**src/rtl/feeder_dispense_ctrl.sv**
```systemverilog
// Pet-feeder dispense controller: runs the auger for one portion per request
// edge, confirms the drop on a debounced sensor, retries once on a miss and
// latches a fault on a jam, while tracking the portions left in the hopper.
module feeder_dispense_ctrl #(
  parameter logic [31:0] CLOCK_FREQ      = 32'd50_000_000,
  parameter logic [31:0] RUN_CYCLES      = 32'd25_000_000,
  parameter logic [31:0] TIMEOUT_CYCLES  = 32'd100_000_000,
  parameter logic [15:0] DEBOUNCE_CYCLES = 16'd50_000,
  parameter logic [1:0]  MAX_RETRY       = 2'd1,
  parameter logic [2:0]  MAX_PORCIONES   = 3'd7
) (
  input  logic       clk,
  input  logic       rst,
  input  logic       i_m_on,
  input  logic       i_sensor,
  input  logic       i_refill,
  output logic       o_motor,
  output logic       o_m_state,
  output logic [2:0] o_porciones,
  output logic       o_empty,
  output logic       o_fault,
  output logic       o_busy
);

  if (CLOCK_FREQ == 32'd0 || RUN_CYCLES == 32'd0 || TIMEOUT_CYCLES == 32'd0 ||
      DEBOUNCE_CYCLES == 16'd0 || MAX_PORCIONES == 3'd0) begin : g_param_check
    $error("feeder_dispense_ctrl: cycle parameters and MAX_PORCIONES must be nonzero");
  end

  localparam logic [31:0] RUN_LAST = RUN_CYCLES - 32'd1;
  localparam logic [31:0] TO_LAST  = TIMEOUT_CYCLES - 32'd1;
  localparam logic [31:0] DB_LAST  = {16'd0, DEBOUNCE_CYCLES} - 32'd1;

  typedef enum logic [2:0] {
    S_IDLE,
    S_RUN,
    S_CHECK,
    S_DONE,
    S_FAULT
  } state_t;

  state_t      state_q;
  logic        m_on_q;
  logic        sync1_q;
  logic        sync2_q;
  logic        deb_q;
  logic        deb_prev_q;
  logic [31:0] db_cnt_q;
  logic [31:0] run_cnt_q;
  logic [31:0] wait_cnt_q;
  logic [1:0]  retry_q;
  logic [2:0]  porc_q;
  logic        motor_q;
  logic        ack_q;
  logic        fault_q;
  logic        busy_q;

  logic trig;
  logic drop;

  assign trig = i_m_on & ~m_on_q;
  assign drop = deb_q & ~deb_prev_q;

  // Sensor synchronizer and debouncer; the debounced value only follows the
  // synchronized input after DEBOUNCE_CYCLES consecutive differing samples.
  always_ff @(posedge clk) begin
    if (rst) begin
      sync1_q    <= 1'b0;
      sync2_q    <= 1'b0;
      deb_q      <= 1'b0;
      deb_prev_q <= 1'b0;
      db_cnt_q   <= '0;
    end else begin
      sync1_q    <= i_sensor;
      sync2_q    <= sync1_q;
      deb_prev_q <= deb_q;
      if (sync2_q == deb_q) begin
        db_cnt_q <= '0;
      end else if (db_cnt_q == DB_LAST) begin
        deb_q    <= sync2_q;
        db_cnt_q <= '0;
      end else begin
        db_cnt_q <= db_cnt_q + 32'd1;
      end
    end
  end

  // Dispense FSM with registered Moore outputs (one cycle behind the state).
  always_ff @(posedge clk) begin
    if (rst) begin
      state_q    <= S_IDLE;
      m_on_q     <= 1'b0;
      run_cnt_q  <= '0;
      wait_cnt_q <= '0;
      retry_q    <= '0;
      porc_q     <= MAX_PORCIONES;
      motor_q    <= 1'b0;
      ack_q      <= 1'b0;
      fault_q    <= 1'b0;
      busy_q     <= 1'b0;
    end else begin
      m_on_q  <= i_m_on;
      motor_q <= (state_q == S_RUN);
      ack_q   <= (state_q == S_DONE);
      busy_q  <= (state_q != S_IDLE);
      // Fault output drops on the refill edge itself, together with the
      // portion reload, instead of lagging the state by a cycle.
      fault_q <= (state_q == S_FAULT) && !i_refill;

      case (state_q)
        S_IDLE: begin
          if (trig && porc_q != 3'd0) begin
            state_q   <= S_RUN;
            run_cnt_q <= '0;
            retry_q   <= '0;
          end
          if (i_refill) begin
            porc_q <= MAX_PORCIONES;
          end
        end
        S_RUN: begin
          if (run_cnt_q == RUN_LAST) begin
            state_q    <= S_CHECK;
            run_cnt_q  <= '0;
            wait_cnt_q <= '0;
          end else begin
            run_cnt_q <= run_cnt_q + 32'd1;
          end
        end
        S_CHECK: begin
          if (drop) begin
            state_q <= S_DONE;
          end else if (wait_cnt_q == TO_LAST) begin
            wait_cnt_q <= '0;
            if (retry_q < MAX_RETRY) begin
              state_q   <= S_RUN;
              run_cnt_q <= '0;
              retry_q   <= retry_q + 2'd1;
            end else begin
              state_q <= S_FAULT;
            end
          end else begin
            wait_cnt_q <= wait_cnt_q + 32'd1;
          end
        end
        S_DONE: begin
          porc_q  <= (porc_q == 3'd0) ? 3'd0 : porc_q - 3'd1;
          state_q <= S_IDLE;
        end
        S_FAULT: begin
          if (i_refill) begin
            porc_q  <= MAX_PORCIONES;
            state_q <= S_IDLE;
          end
        end
        default: begin
          state_q <= S_IDLE;
        end
      endcase
    end
  end

  assign o_motor     = motor_q;
  assign o_m_state   = ack_q;
  assign o_porciones = porc_q;
  assign o_empty     = (porc_q == 3'd0);
  assign o_fault     = fault_q;
  assign o_busy      = busy_q;

endmodule

```
**config.mk**
```make
export PLATFORM = sky130hd
export DESIGN_NAME = feeder_dispense_ctrl
export DESIGN_NICKNAME = d
export VERILOG_FILES = /design/src/rtl/feeder_dispense_ctrl.sv
export SDC_FILE = /design/constraint.sdc
export NUM_CORES = 1
export LEC_CHECK = 0
export BUFFER_PORTS_ARGS = -buffer_cell sky130_fd_sc_hd__buf_4
export CORE_ASPECT_RATIO = 1.2
export CORE_MARGIN = 2
export CORE_UTILIZATION = 35
export DETAILED_ROUTE_END_ITERATION = 8
export MAX_ROUTING_LAYER = met4
export PLACE_DENSITY = 0.57
export SLEW_MARGIN = 20
export SYNTH_ARGS = -nofsm -noshare
export SYNTH_HDL_FRONTEND = slang
export SYNTH_SLANG_ARGS = --single-unit
```
**constraint.sdc**
```tcl
create_clock -name clk -period 5.25 [get_ports clk]
set_input_delay 0.2625 -clock clk [delete_from_list [all_inputs] [get_ports clk]]
set_output_delay 0.2625 -clock clk [all_outputs]
set_load 0.05 [all_outputs]
```
# Yosys cells after proc, flatten, opt, wreduce, memory -nomap -nowiden
# Cells that the tools add are included.
[op_classes]
n_addsub = 5
order_cmp = 1
n_eq_ne = 16
mux = 25
bitwise = 5
reduce_logical = 19
[ops]
columns = ["cell", "count"]
rows = [
  ["$mux 32", 8],
  ["$add 32x1->32 const B", 3],
  ["$pmux 32 s3", 1],
  ["$pmux 32 s2", 1],
  ["$eq 32x16->1 const B", 1],
  ["$eq 32x25->1 const B", 1],
  ["$eq 32x27->1 const B", 1],
  ["$mux 3", 8],
  ["$pmux 3 s4", 1],
  ["$ne 2x2->1 const B", 5],
  ["$reduce_and 5->1", 2],
  ["$reduce_bool 3->1", 3],
  ["$mux 2", 4],
  ["$eq 3x2->1 const B", 2],
  ["$logic_not 3->1", 2],
  ["$pmux 3 s2", 1],
  ["$reduce_bool 2->1", 3],
  ["$ne 2x1->1 const B", 2],
  ["$pmux 2 s2", 1],
  ["$reduce_and 2->1", 2],
  ["$reduce_and 4->1", 1],
  ["$eq 3x1->1 const B", 1],
  ["$eq 3x3->1 const B", 1],
  ["$ne 3x3->1 const B", 1],
  ["other kinds (11)", 15],
]
[totals]
ff_bits = 113
inputBits = 5
output_inout_bits = 8
word_cells = 86

# Logic depth before layout (Yosys ltp)
[logic_depth]
ltp_word = 5
depth_mapped = 9
ltp_nobuf = 8

# Worst setup path before layout
# No wires, ideal clock.
[synth_timing]
kind = "register to register"
startpoint = "reg porc_q[0] (netlist: o_porciones[0])"
endpoint = "reg run_cnt_q[23]"
setup_ps = 125
arrival_time_ps = 2526
required_ps = 5125
setup_slack_ps = 2600
stages_incl_launch_ff = 10
path_buffers = 1
period_less_slack_ps = 2650
cell_sequence = "dfxtp_1 -> nor2_1 -> ha_1 -> nor3b_1 -> o21ai_0 -> a21oi_1 -> a211oi_2 -> buf_2 -> o21ai_0 -> o41ai_1"
[synth_between]
elab_chain_len = 4
[synth_rtl]
columns = ["item", "line_no", "text"]
rows = [
  ["from (decl)", "52", "logic [2:0] porc_q;"],
  ["from (signal assigned)", "147", "porc_q <= (porc_q == 3'd0) ? 3'd0 : porc_q - 3'd1;"],
  ["$reduce_bool 3->1", "112", "if (trig && porc_q != 3'd0) begin"],
  ["$logic_and 1x1->1", "112", ""],
  ["$ne 2x2->1 (no line)", "-", ""],
  ["$reduce_and 5->1 (no line)", "-", ""],
  ["to (signal assigned)", "127", "run_cnt_q <= run_cnt_q + 32'd1;"],
  ["to (decl)", "49", "logic [31:0] run_cnt_q;"],
]
# No other way between the ends.
# A chain may end at the register's enable or synchronous reset.

# Worst setup path in the final report
[layout_timing]
startpoint = "reg wait_cnt_q[0]"
endpoint = "reg run_cnt_q[12]"
[layout_between]
elab_chain_len = 3
[layout_rtl]
columns = ["item", "line_no", "text"]
rows = [
  ["from (decl)", "50", "logic [31:0] wait_cnt_q;"],
  ["from (signal assigned)", "143", "wait_cnt_q <= wait_cnt_q + 32'd1;"],
  ["$eq 32x27->1", "133", "end else if (wait_cnt_q == TO_LAST) begin"],
  ["$ne 2x2->1 (no line)", "-", ""],
  ["$reduce_and 5->1 (no line)", "-", ""],
]
# No other way between the ends.

==> reports/results.md <==
| Item | Value |
| --- | --- |
| Area of the mapped netlist | 5560 um^2 |
| Core outline area | 15600 um^2 |
| Main flop type after synthesis | sky130_fd_sc_hd__dfxtp_1 |
| Sequential fraction of the synthesis area | 0.407 |
| Top cells by area in the synthesized netlist | sky130_fd_sc_hd__dfxtp_1 (41%), sky130_fd_sc_hd__nor2_1 (6.1%), sky130_fd_sc_hd__o21ai_0 (4.9%) |
| Final core occ | 0.414 |
| Wire length on met1 | 6210 um |
| Boundary Pins | 13 |
| WL met3 | 571 um |
| Maximum number of pins on one net before global-route repair | 37 |
| Setup Viol. Count Final | 0 |
| Power density over the cells | 395 nW/um^2 |
| Setup repair after global routing missed its margin | false |
| Slew of the pin with the lowest slew margin | 1.04 ns |
| Portion of the clock cycle consumed by the worst path in the final layout | 0.531 |
| Nets in the synthesized netlist | 711 |
| Violation count after the first detailed-routing iteration | 328 |
| Met2 routed WL | 6470 um |
| Area grow syn2layout | 15.9% |
| Cell with the most instances after synthesis | sky130_fd_sc_hd__dfxtp_1 |
| Post-detailed-route wirelength per cell | 14.6 um |
| Global router's overall resource usage | 0.172 |
| Result of the run | finished clean |
| Final total negative setup slack | 0 ns |
| Vias per inst | 5.50 |
| # hold bufs at CTS | 0 |
| Uppermost metal layer occupied by signal nets | met4 |
| Standby leakage power | 2.08 nW |
| Final count of hold timing violations | 0 |
| Number of nets at the end of the flow | 717 |
| Upper clock frequency limit | 359 MHz |
| Worst-case clock buffer depth | 2 |
| Overall die area | 16900 um^2 |
| Buffer cell driving the clock tree root | sky130_fd_sc_hd__clkbuf_16 |
| Htree depth | 4 |
| Category of the worst setup path launch point | flop |
| Synthesis Warnings | 0 |
| Final Routed Wirelength | 13500 um |
| Worst endpoint required time | 5.53 ns |
| Latest clock arrival within the worst-skew pair | 0.42 ns |
| DR vias | 5098 |
| Vias in the first global route | 4782 |
| Fill cells | 1543 |
| Post-Syn Instances | 700 |
| Syn avg cell area | 7.95 um^2 |
| Top-area cell type share of the netlist area | 0.407 |
| Flip-flop and latch count after synthesis | 113 |
| Std cell rows | 50 |
| Rel. slew slack | 0.306 |
| Worst hold slack | 0.0718 ns |
| Internal reg-to-reg setup slack | 2.46 ns |
| Area leader, netlist | sky130_fd_sc_hd__dfxtp_1 |
| Share of synthesized registers carrying an async set or reset | 0 |
| Start-to-end type of the worst setup path | reg -> reg |
| Overall die width | 119 um |
| Most used standard cells in the synthesized netlist | sky130_fd_sc_hd__dfxtp_1 (113), sky130_fd_sc_hd__nor2_1 (91), sky130_fd_sc_hd__nand2_1 (68) |
| Input/output buffers | 12 |
| Clock slew seen by the registers of the worst setup and hold paths | 0.05 ns |
| Wire length of the first global-routing pass | 22900 um |
| Number of buffers inserted by post-CTS setup repair | 0 |
| Clock tree skew after final layout | 0.00754 ns |
| First-pass detailed-route iteration total | 5 |
| Initial antenna violation count | 0 |
| Number of clock sinks | 113 |
| Seq. cell area | 2260 um^2 |
| Count of maximum capacitance violations | 0 |
| Worst vdd ir | 0.199 mV |
| Area of the multi-input gates | 3140 um^2 |
| Slew Limit Fails | 0 |
| Count of flip-flops with a built-in enable after synthesis | 0 |
| CTS buffer count | 17 |
| Data arrival at the endpoint of the critical path | 3.07 ns |
| Vertical die dimension | 142 um |
| Post-cts sizing count | 0 |
| Time the worst path needs with I/O delays and setup | 2.79 ns |
| Type of destination of the critical path | flop |
| Antenna cells | 0 |
| Total congestion overflow after global routing | 0 |
| Netlist cell types | 58 |
| Weighted congestion at the end of routability-driven global placement | 0.850 |
| DRT antenna net count | 0 |
| Layout cell share with drive strength beyond 1 | 0.0904 |
| Remaining routing DRC violations | 0 |
| Final HPWL from detailed placement | 9160 um |
| Crit Path Max Fanout | 11 |
| Hold WC Path Type | in -> reg |
| Initial Utilization | 0.357 |
| Clock tree from TritonCTS | yes |
[layout make-up]
type,count,share of cell area
Multi-Input combinational cell,543,0.487
Sequential cell,113,0.351
Clock buffer,17,0.0660
Tap cell,208,0.0404
Clock inverter,15,0.0287
Timing Repair Buffer,15,0.0175
Inverter,16,0.00932
[critical path: stages, from the launching register on]
cell and delay (ns):
sky130_fd_sc_hd__dfxtp_1 0.37, sky130_fd_sc_hd__ha_1 0.27, sky130_fd_sc_hd__nand3_2 0.15, sky130_fd_sc_hd__or4b_4 0.64, sky130_fd_sc_hd__nor4_4 0.41, sky130_fd_sc_hd__a21oi_1 0.24, sky130_fd_sc_hd__nand2_1 0.42, sky130_fd_sc_hd__a31oi_1 0.15
[power by group]
group / leakage (nW) / internal (mW) / switching, mW
clock: 0.288 / 0.750 / 0.428
combinational: 0.877 / 0.127 / 0.321
sequential: 0.912 / 0.885 / 0.0359
total: 2.08 / 1.76 / 0.785
[state kept, by name, indices dropped and copies added, names as in the netlist]
name         count
deb_q            1
deb_prev_q       1
state_q          3
m_on_q           1
retry_q          2
o_busy           1
run_cnt_q       32
o_fault          1
db_cnt_q        32
o_porciones      3
sync2_q          1
o_m_state        1
o_motor          1
sync1_q          1
wait_cnt_q      32
[path summary, 6_finish.rpt]
check / to / depth (start not counted) / from
min: m_on_q$_SDFF_PP0_ / 2 / i_m_on
min reg2reg: sync2_q$_SDFF_PP0_ / 1 / sync1_q$_SDFF_PP0_
max: run_cnt_q[12]$_SDFFE_PP0P_ / 7 / wait_cnt_q[0]$_SDFFE_PP0P_
max reg2reg: run_cnt_q[12]$_SDFFE_PP0P_ / 7 / wait_cnt_q[0]$_SDFFE_PP0P_
[per-stage QoR]
| stage | cell area [um^2] | setup slack, ns | power (mW) | std cells |
|---|---|---|---|---|
| floorplan | 5560 | 2.60 | 1.26 | 700 |
| global placement | 5820 | 2.54 | 1.38 | 895 |
| detailed placement | 5840 | 2.48 | 1.39 | 895 |
| CTS | 6450 | 2.47 | 2.58 | 927 |
| global route | 6450 | 2.25 | 2.68 | 927 |
| finish | 6450 | 2.46 | 2.55 | 927 |
[kinds of logic (layout without fill, tap and decap cells)]
family                   count (synthesis)  count (layout)  share of synthesized area
AO/OA/AOI/OAI                          157             157                      0.173
XOR/XNOR                                33              33                     0.0520
adder cells (fa/ha/maj)                  6               6                     0.0135
buffers and inverters                   44              63                     0.0315
flip-flops                             113             113                      0.407
multiplexers                             3               3                    0.00540
AND/OR/NAND/NOR                        344             344                      0.318
[metal layers]
layer | track usage | vias up
li1 | - | 2574
met1 | 0.207 | 2405
met2 | 0.273 | 98
met3 | 0.0425 | 21
met4 | 0.0771 | 0
met5 | - | -
[placed cells by master, fill, tap and decap left out, types with 3 or more instances in the layout]
cell,n
sky130_fd_sc_hd__dfxtp_1,113
sky130_fd_sc_hd__nor2_1,90
sky130_fd_sc_hd__nand2_1,68
sky130_fd_sc_hd__o21ai_0,55
sky130_fd_sc_hd__nand3_1,41
sky130_fd_sc_hd__a21oi_1,36
sky130_fd_sc_hd__a31oi_1,29
sky130_fd_sc_hd__nor3_1,26
sky130_fd_sc_hd__nand4_1,25
sky130_fd_sc_hd__xor2_1,22
sky130_fd_sc_hd__or3_1,18
sky130_fd_sc_hd__clkbuf_16,17
sky130_fd_sc_hd__inv_1,15
sky130_fd_sc_hd__buf_4,15
sky130_fd_sc_hd__and3_1,12
sky130_fd_sc_hd__xnor2_1,11
sky130_fd_sc_hd__nor4_1,11
sky130_fd_sc_hd__and4_1,9
sky130_fd_sc_hd__nor2b_1,8
sky130_fd_sc_hd__o31ai_1,8
sky130_fd_sc_hd__or4_1,6
sky130_fd_sc_hd__or2_2,6
sky130_fd_sc_hd__ha_1,6
sky130_fd_sc_hd__nor4b_1,5
sky130_fd_sc_hd__a21o_1,5
sky130_fd_sc_hd__o211ai_1,4
sky130_fd_sc_hd__and2_1,4
sky130_fd_sc_hd__clkinvlp_4,4
sky130_fd_sc_hd__mux2i_1,3
sky130_fd_sc_hd__bufinv_16,3
sky130_fd_sc_hd__clkinv_4,3
Note: power is estimated with default switching activity, not from simulation.
